<file path="src/rtl/timer_prescaler_mc.sv">
// Multi-channel timer prescaler. Each channel divides sys_clk down to a
// count_en tick. It has a debug halt handshake and a shadowed divider config,
// so a config change restarts the prescale count cleanly.
module timer_prescaler_mc #(
  parameter int unsigned NUM_CH = 4,
  parameter int unsigned DIV_W  = 4,
  parameter int unsigned CNT_W  = 16
) (
  input  logic                    sys_clk,
  input  logic                    sys_rst_n,
  input  logic                    dbg_mode,
  input  logic [NUM_CH-1:0]       timer_en,
  input  logic [NUM_CH-1:0]       div_en,
  input  logic [NUM_CH-1:0]       div_mode,
  input  logic [NUM_CH*DIV_W-1:0] div_val,
  input  logic [NUM_CH-1:0]       halt_req,
  output logic [NUM_CH-1:0]       halt_ack,
  output logic [NUM_CH-1:0]       count_en,
  output logic [NUM_CH*CNT_W-1:0] ps_cnt
);

  localparam int unsigned CFG_W = DIV_W + 2;

  typedef enum logic [1:0] {
    ST_IDLE = 2'd0,
    ST_RUN  = 2'd1,
    ST_HALT = 2'd2
  } ch_state_e;

  for (genvar i = 0; i < NUM_CH; i++) begin : g_ch
    ch_state_e        state_q, state_d;
    logic [CNT_W-1:0] cnt_q, cnt_d;
    logic [CFG_W-1:0] shadow_q, shadow_d;
    logic             ack_q;
    logic [CFG_W-1:0] cfg;
    logic [DIV_W-1:0] sh_val;
    logic             sh_mode;
    logic             sh_en;
    logic [CNT_W-1:0] pow_limit;
    logic [CNT_W-1:0] lin_limit;
    logic [CNT_W-1:0] limit;
    logic             hreq;
    logic             tick;

    // Live config packed in the same layout as the shadow: {div_en, div_mode, div_val}
    assign cfg     = {div_en[i], div_mode[i], div_val[i*DIV_W +: DIV_W]};
    assign sh_val  = shadow_q[DIV_W-1:0];
    assign sh_mode = shadow_q[DIV_W];
    assign sh_en   = shadow_q[DIV_W+1];
    assign hreq    = dbg_mode & halt_req[i];

    // Shifting all-ones past the counter width yields zero, so the
    // inverted mask saturates to all-ones without an explicit compare.
    assign pow_limit = ~({CNT_W{1'b1}} << sh_val);

    if (DIV_W > CNT_W) begin : g_lin_sat
      assign lin_limit = (|sh_val[DIV_W-1:CNT_W]) ? '1 : sh_val[CNT_W-1:0];
    end else begin : g_lin_ext
      assign lin_limit = CNT_W'(sh_val);
    end

    assign limit = sh_mode ? lin_limit : pow_limit;

    // State, prescale counter, config shadow and halt acknowledge registers
    always_ff @(posedge sys_clk or negedge sys_rst_n) begin
      if (!sys_rst_n) begin
        state_q  <= ST_IDLE;
        cnt_q    <= '0;
        shadow_q <= '0;
        ack_q    <= 1'b0;
      end else begin
        state_q  <= state_d;
        cnt_q    <= cnt_d;
        shadow_q <= shadow_d;
        ack_q    <= (state_d == ST_HALT);
      end
    end

    // Next-state, counter update and combinational count_en tick
    always_comb begin
      state_d  = state_q;
      cnt_d    = cnt_q;
      shadow_d = shadow_q;
      tick     = 1'b0;
      case (state_q)
        ST_IDLE: begin
          cnt_d    = '0;
          shadow_d = cfg;
          if (timer_en[i]) state_d = ST_RUN;
        end
        ST_RUN: begin
          shadow_d = cfg;
          if (hreq) begin
            state_d = ST_HALT;
          end else if (!timer_en[i]) begin
            state_d = ST_IDLE;
            cnt_d   = '0;
          end else if (cfg != shadow_q) begin
            // Config moved under us: restart the count, new limit applies next cycle
            cnt_d = '0;
          end else if (!sh_en) begin
            tick  = 1'b1;
            cnt_d = '0;
          end else if (cnt_q == limit) begin
            tick  = 1'b1;
            cnt_d = '0;
          end else begin
            cnt_d = cnt_q + CNT_W'(1);
          end
        end
        ST_HALT: begin
          if (!hreq) begin
            if (timer_en[i]) begin
              state_d = ST_RUN;
            end else begin
              state_d = ST_IDLE;
              cnt_d   = '0;
            end
          end
        end
        default: begin
          state_d = ST_IDLE;
          cnt_d   = '0;
        end
      endcase
    end

    assign count_en[i]                = tick;
    assign halt_ack[i]                = ack_q;
    assign ps_cnt[i*CNT_W +: CNT_W]   = cnt_q;
  end

endmodule

</file>
<file path="config.mk">
export PLATFORM = sky130hd
export DESIGN_NAME = timer_prescaler_mc
export DESIGN_NICKNAME = d
export VERILOG_FILES = /design/src/rtl/timer_prescaler_mc.sv
export SDC_FILE = /design/constraint.sdc
export NUM_CORES = 1
export LEC_CHECK = 0
export CAP_MARGIN = 5
export CORE_MARGIN = 3
export CORE_UTILIZATION = 45
export DETAILED_ROUTE_END_ITERATION = 12
export PLACE_DENSITY = 0.78
export SETUP_SLACK_MARGIN = 0.2
export SLEW_MARGIN = 40
export SYNTH_ARGS = -nofsm -noshare
export SYNTH_HDL_FRONTEND = slang
export SYNTH_SLANG_ARGS = --single-unit
</file>
<file path="constraint.sdc">
create_clock -name sys_clk -period 3.3 [get_ports sys_clk]
set_clock_uncertainty 0.1 [all_clocks]
set_input_delay 0.825 -clock sys_clk [delete_from_list [all_inputs] [get_ports sys_clk]]
set_output_delay 0.825 -clock sys_clk [all_outputs]
set_load 0.01 [all_outputs]
</file>
==> results of run 1 <==
-- cells in the final DEF (no fill, tap or decap), drive strengths merged, types with 20 or more instances in the layout --
cell type        n
a21oi           34
and3            24
buf            139
clkdlybuf4s50   99
dfrtp          100
inv             24
mux2            27
nand2          104
nand2b          20
nand3           78
nor2            68
nor2b           20
nor3            24
o21ai           40
xnor2           35
-- critical path, stage by stage (launching register included) --
cell,delay (ns)
dfrtp_1,0.39
or2_0,0.24
a221oi_2,0.23
o2111ai_2,0.19
nor4_4,0.35
nand3_2,0.16
buf_4,0.17
buf_4,0.13
buf_4,0.13
buf_4,0.13
buf_4,0.12
buf_4,0.12
buf_4,0.13
buf_4,0.13
buf_4,0.12
buf_6,0.11
buf_6,0.10
a22o_1,0.16
-- worst min-delay path by stage --
stage	end	slack, ns	from
after global placement	g_ch[3].shadow_q[5]	0.44	g_ch[3].shadow_q[5]
after floorplan	g_ch[3].shadow_q[5]	0.42	g_ch[3].shadow_q[5]
after detailed placement	g_ch[3].shadow_q[5]	0.45	g_ch[3].shadow_q[5]
final	g_ch[0].cnt_q[9]	0.38	sys_rst_n
after CTS	g_ch[0].cnt_q[9]	0.40	sys_rst_n
after global routing	g_ch[0].cnt_q[9]	0.42	sys_rst_n
-- sequential cells by signal, indices dropped and copies added, names as in the netlist --
register / cells
g_ch.shadow_q: 24
g_ch.ack_q: 4
g_ch.cnt_q: 64
g_ch.state_q: 8
-- stage by stage --
step	total power (W)	setup WS, ns	util
5_1_grt	0.003071	-0.1254	0.6239
3_5_place_dp	0.001828	-0.3733	0.5776
2_1_floorplan	0.001615	0.2793	-
6_report	0.002941	-0.004937	0.6239
3_3_place_gp	0.001819	-0.3948	0.5774
4_1_cts	0.002944	0.03988	0.6145
-- final cells by class --
| class | instances | area share |
|---|---|---|
| timing repair buffer | 240 | 0.2224 |
| tap | 211 | 0.02773 |
| inverter | 23 | 0.009068 |
| sequential | 100 | 0.2640 |
| clock inverter | 6 | 0.006703 |
| clock buffer | 9 | 0.02366 |
| multi-input combinational | 662 | 0.4464 |
-- logic make-up after synthesis --
family	after synthesis
AO/OA/AOI/OAI	164
XOR/XNOR	50
adder cells (fa/ha/maj)	4
buffers and inverters	88
flip-flops	100
multiplexers	30
AND/OR/NAND/NOR	414
-- timing repair --
item,CTS,global route
setup endpoints to repair,4,5
setup buffers,23,6
gates resized for setup,51,24
pin swaps,17,16
-- layer usage --
layer	routed length (µm)	part of all wire	up-vias
met2	9523	0.49	204
met1	8616	0.45	3305
li1	-	-	3396
met4	322	0.017	0
met5	0	0	-
met3	811	0.042	29
-- synthesized netlist by cell type (all sizes together), types with 7 or more instances --
cell type,count
xnor2,35
nor3b,7
and3,24
nand2b,20
dfrtp,100
nand2,104
a21o,8
buf,42
a211oi,12
a21oi,34
mux2,27
nor2b,20
and2,9
nand3,78
nor4,12
xor2,15
nor2,68
o21ai,40
nor3,24
a22o,7
nand4,13
a221o,10
or2,8
clkbuf,23
inv,23
-- power by group --
group          internal (W)  switching [W]
clock              0.000584       0.000481
sequential          0.00126      0.0000568
combinational      0.000290       0.000269
==> results_dict.tcl, run 1 <==
set metrics [dict create \
    use_met1 0.3036 \
    drtIter0Drc 563 \
    worst_setup_path_start_kind "register" \
    synth_warnings 0 \
    end_kind "register" \
    fp.dieW_um 130.9 \
    root_buffer "clkbuf_16" \
    grt_max_degree 46 \
    insertion_delay_ns 0.35 \
    drive_gt1_frac 0.2250 \
    path_clk_slew_ns 0.07 \
    synth_ff_type "dfrtp_1" \
    ir_drop_mv 0.2095 \
    syn-num-nets 889 \
    relSlewSlack 0.5752 \
    min_path_type "input pin to async pin" \
    diodes 0 \
    nets 1075 \
    cts_sinks 100 \
    overflow 0 \
    r2r_cells 17 \
    synth.distinct_cells 69 \
    crit_path_max_fanout 2 \
    multi_input_area_mm2 0.004250 \
    start_util 0.4604 \
    grt-busiest-layer "met2" \
    synth_compound_area_frac 0.1655 \
    violations "negative setup slack" \
    routedWlPerCell_um 15.41 \
    synthXorXnorAreaFrac 0.06234 \
    synth_top_area_frac 0.3563 \
    nFillCells 1275 \
    critPathRequiredTime_ns 3.43 \
    placed_cells 1207 \
    grt_first_pass_wirelength_um 30940 \
    worst_pin_slew_ns 0.6314 \
    ys_seq_area_frac 0.3563 \
    synthSimpleGateAreaFrac 0.2991 \
    arrival_ns 3.44 \
    area_growth_pct 35.54 \
    grt_pass1_vias 6352 \
    ys_ff_latch 100 \
    drtAntennaViolNets 0 \
    avgSynthCellArea_um2 8.264 \
    use_met3 0.02846 \
    gp_congestion 0.8773 \
    seq_area_mm2 0.002514 \
    drv_slew 0 \
    clock_path_buffers 2 \
    rr_startpoint "g_ch[0].cnt_q[8]" \
    fin_area_mm2 0.009520 \
    routed_wirelength_um 19270 \
    via_count 6934 \
    hold_ws_ns 0.3827 \
    die_area_mm2 0.01714 \
    finalCritPeriodShare 1.001 \
    synth-edff-count 0 \
    rows 45 \
    max_freq_mhz 302.6 \
    status "finished, violations left" \
    async_flop_share 1.000 \
    hold_viol 0 \
    synth_top_family_by_area "simple AND/OR/NAND/NOR gates" \
    p_leak_nw 4.208 \
    numCtsBuffers 9 \
    hpwlAfterDp_um 13400 \
    pwr_density_cell_mw_per_mm2 308.9 \
    synthMuxAreaShare 0.04756 \
    tns_ns -0.004937 \
    syn_area_mm2 0.007024 \
    place_area_mm2 0.008813 \
    syn_inst 850 \
    dieHeight_um 130.9 \
    place.port_buffers 106 \
    critical_path_class "register to register" \
    crit_start "g_ch[0].cnt_q[8]" \
    maxCapViolCount 0 \
    drc 0 \
    cts_hold_buf 0 \
    antenna_found_initial 0 \
    fin_crit_ns 3.305 \
    fin_cells 1251 \
    ff2ff_setup_slack_ns -0.005 \
    rsz0062_at_grt "yes" \
    synth_top_area_cell "dfrtp_1" \
    via_per_inst 5.543 \
    synth_area_leaders "dfrtp_1, nand3_1, nand2_1" \
    synth_adder_area_share 0.007125 \
    dr.pass1.iters 6 \
    cts_tree "yes" \
    crit_end "g_ch[0].cnt_q[13]" \
    grt.total_usage 0.2227 \
    htree_num_levels 3 \
    setup_viol 1 \
    use_met2 0.3717 \
    boundaryPins 107 \
    r2r_end "g_ch[0].cnt_q[13]" \
    fin_ws_ns -0.004937 \
    fp.coreArea_mm2 0.01526 \
]
Power figures use the tool's default switching activity.
==> run 2: changes to the inputs <==
==> constraint.sdc (replaced) <==
create_clock -name sys_clk -period 3.3 [get_ports sys_clk]
set_clock_uncertainty 0.1 [all_clocks]
set_input_delay 0.33 -clock sys_clk [delete_from_list [all_inputs] [get_ports sys_clk]]
set_output_delay 0.33 -clock sys_clk [all_outputs]
set_load 0.01 [all_outputs]
==> results_dict.tcl, run 2 (synthesis gave the netlist of run 1 again) <==
set metrics [dict create \
    worst_setup_path_start_kind "register" \
    drive_gt1_frac 0.1217 \
    dr.pass1.iters 5 \
    insertion_delay_ns 0.35 \
    drc 0 \
    cts_tree "yes" \
    die_area_mm2 0.01714 \
    via_per_inst 5.612 \
    critical_path_buf_inv_count 1 \
    place_area_mm2 0.008152 \
    diodes 0 \
    crit_path_max_fanout 7 \
    relSlewSlack 0.5095 \
    nets 980 \
    end_kind "primary output" \
    drv_slew 0 \
    regMostFlops "g_ch.cnt_q" \
    grt_pass1_vias 5781 \
    tns_ns 0 \
    maxCapViolCount 0 \
    numCtsBuffers 9 \
    root_buffer "clkbuf_16" \
    critical_path_class "register to primary output" \
    cts_sinks 100 \
    grt_first_pass_wirelength_um 29000 \
    crit_path_max_incr_delay_ns 0.46 \
    routedWlPerCell_um 15.45 \
    ir_drop_mv 0.2861 \
    reg_top3 "g_ch.cnt_q x64, g_ch.shadow_q x24, g_ch.state_q x8" \
    boundaryPins 107 \
    dieHeight_um 130.9 \
    arrival_ns 2.57 \
    rows 45 \
    overflow 0 \
    fin_crit_ns 2.999 \
    gp_congestion 0.8713 \
    routed_wirelength_um 17860 \
    status "finished, final reports clean" \
    final_cell_mix "nand2_1, clkdlybuf4s50_1, dfrtp_1" \
    rsz0062_at_grt "yes" \
    grt_max_degree 52 \
    fp.dieW_um 130.9 \
    setup_viol 0 \
    antenna_found_initial 0 \
    path_clk_slew_ns 0.06 \
    fin_area_mm2 0.008632 \
    critical_path.top_delay_family "compound AO/OA/AOI/OAI gates" \
    nFillCells 1346 \
    htree_num_levels 3 \
    critPathRequiredTime_ns 2.87 \
    hpwlAfterDp_um 12520 \
    grt.total_usage 0.2081 \
    min_path_type "input pin to async pin" \
    seq_area_mm2 0.002521 \
    start_util 0.4604 \
    finalCritPeriodShare 0.9087 \
    area_growth_pct 22.89 \
    p_leak_nw 3.686 \
    slowest_stage "dfrtp_1" \
    crit_chain "nor2b_1, o211ai_1, a2111o_1, nor4_2, nand2_1, a21boi_0, dlygate4sd2_1" \
    drtAntennaViolNets 0 \
    via_count 6487 \
    final_common_cell "nand2_1" \
    multi_input_area_mm2 0.004128 \
    largest_reg_flops 64 \
    fp.coreArea_mm2 0.01526 \
    pwr_density_cell_mw_per_mm2 321.7 \
    clock_path_buffers 2 \
    hold_viol 0 \
    drtIter0Drc 646 \
    place.port_buffers 106 \
    worst_pin_slew_ns 0.7291 \
    max_freq_mhz 333.5 \
]
run 2: worst register-to-register path, cell delays in order, from the launching register on:
cell and delay, ns:
dfrtp_1 0.46, nor2b_1 0.31, o211ai_1 0.14, a2111o_1 0.41, nor4_2 0.35, buf_4 0.18, a21oi_4 0.14, and3_1 0.24
a221o_1 0.25
run 2: routing by layer:
metal	wire, µm	track usage	vias up
met5	0	0	-
met4	221	0.05021	0
met3	879	0.03943	19
met2	8761	0.3377	191
met1	7999	0.2884	3088
li1	-	-	3189
run 2: worst paths after layout:
| check | start | endpoint | slack [ns] | cells after the start |
|---|---|---|---|---|
| setup reg to reg | g_ch[1].shadow_q[4] | g_ch[1].cnt_q[6] | 0.62 | 8 |
| max in group asynchronous | sys_rst_n | g_ch[3].shadow_q[4] | 2.06 | 3 |
| hold / removal | sys_rst_n | g_ch[0].cnt_q[3] | 0.39 | 2 |
| min in group sys_clk | g_ch[3].shadow_q[5] | g_ch[3].shadow_q[5] | 0.46 | 1 |
| hold reg to reg | g_ch[3].shadow_q[5] | g_ch[3].shadow_q[5] | 0.46 | 1 |
| setup / recovery | g_ch[1].shadow_q[4] | count_en[1] | 0.30 | 7 |
run 2: stage by stage:
| stage | worst slack, ns | power, W | cells | util | hold WS, ns |
|---|---|---|---|---|---|
| after global placement | 0.2786 | 0.001740 | 1121 | 0.5342 | 0.2289 |
| after detailed placement | 0.1289 | 0.001749 | 1121 | 0.5342 | 0.2285 |
| after floorplan | 0.7743 | 0.001615 | 850 | - | -0.06559 |
| final | 0.3014 | 0.002777 | 1156 | 0.5657 | 0.3852 |
| after CTS | 0.01223 | 0.002788 | 1147 | 0.5599 | 0.3893 |
| after global routing | 0.1755 | 0.002902 | 1156 | 0.5657 | 0.4166 |
run 2: power by group:
group	switching, W	internal [W]
logic	0.000216	0.000216
registers	0.0000755	0.00126
clock network	0.000461	0.000547
total	0.000753	0.00202
run 2: what timing repair did:
action                     CTS  global route
setup buffers               10             9
setup endpoints to repair    4             4
cloned                       0             0
resized for setup           22             6
hold buffers                 1             0
hold endpoints to repair    34             0
pin swaps                    4             2
run 2: layout make-up:
cell class | count | area share
clock inverter | 2 | 0.001160
tap | 211 | 0.03058
inverter | 23 | 0.01000
multi-input combinational | 662 | 0.4782
clock buffer | 13 | 0.03015
sequential | 100 | 0.2921
timing repair buffer | 145 | 0.1578
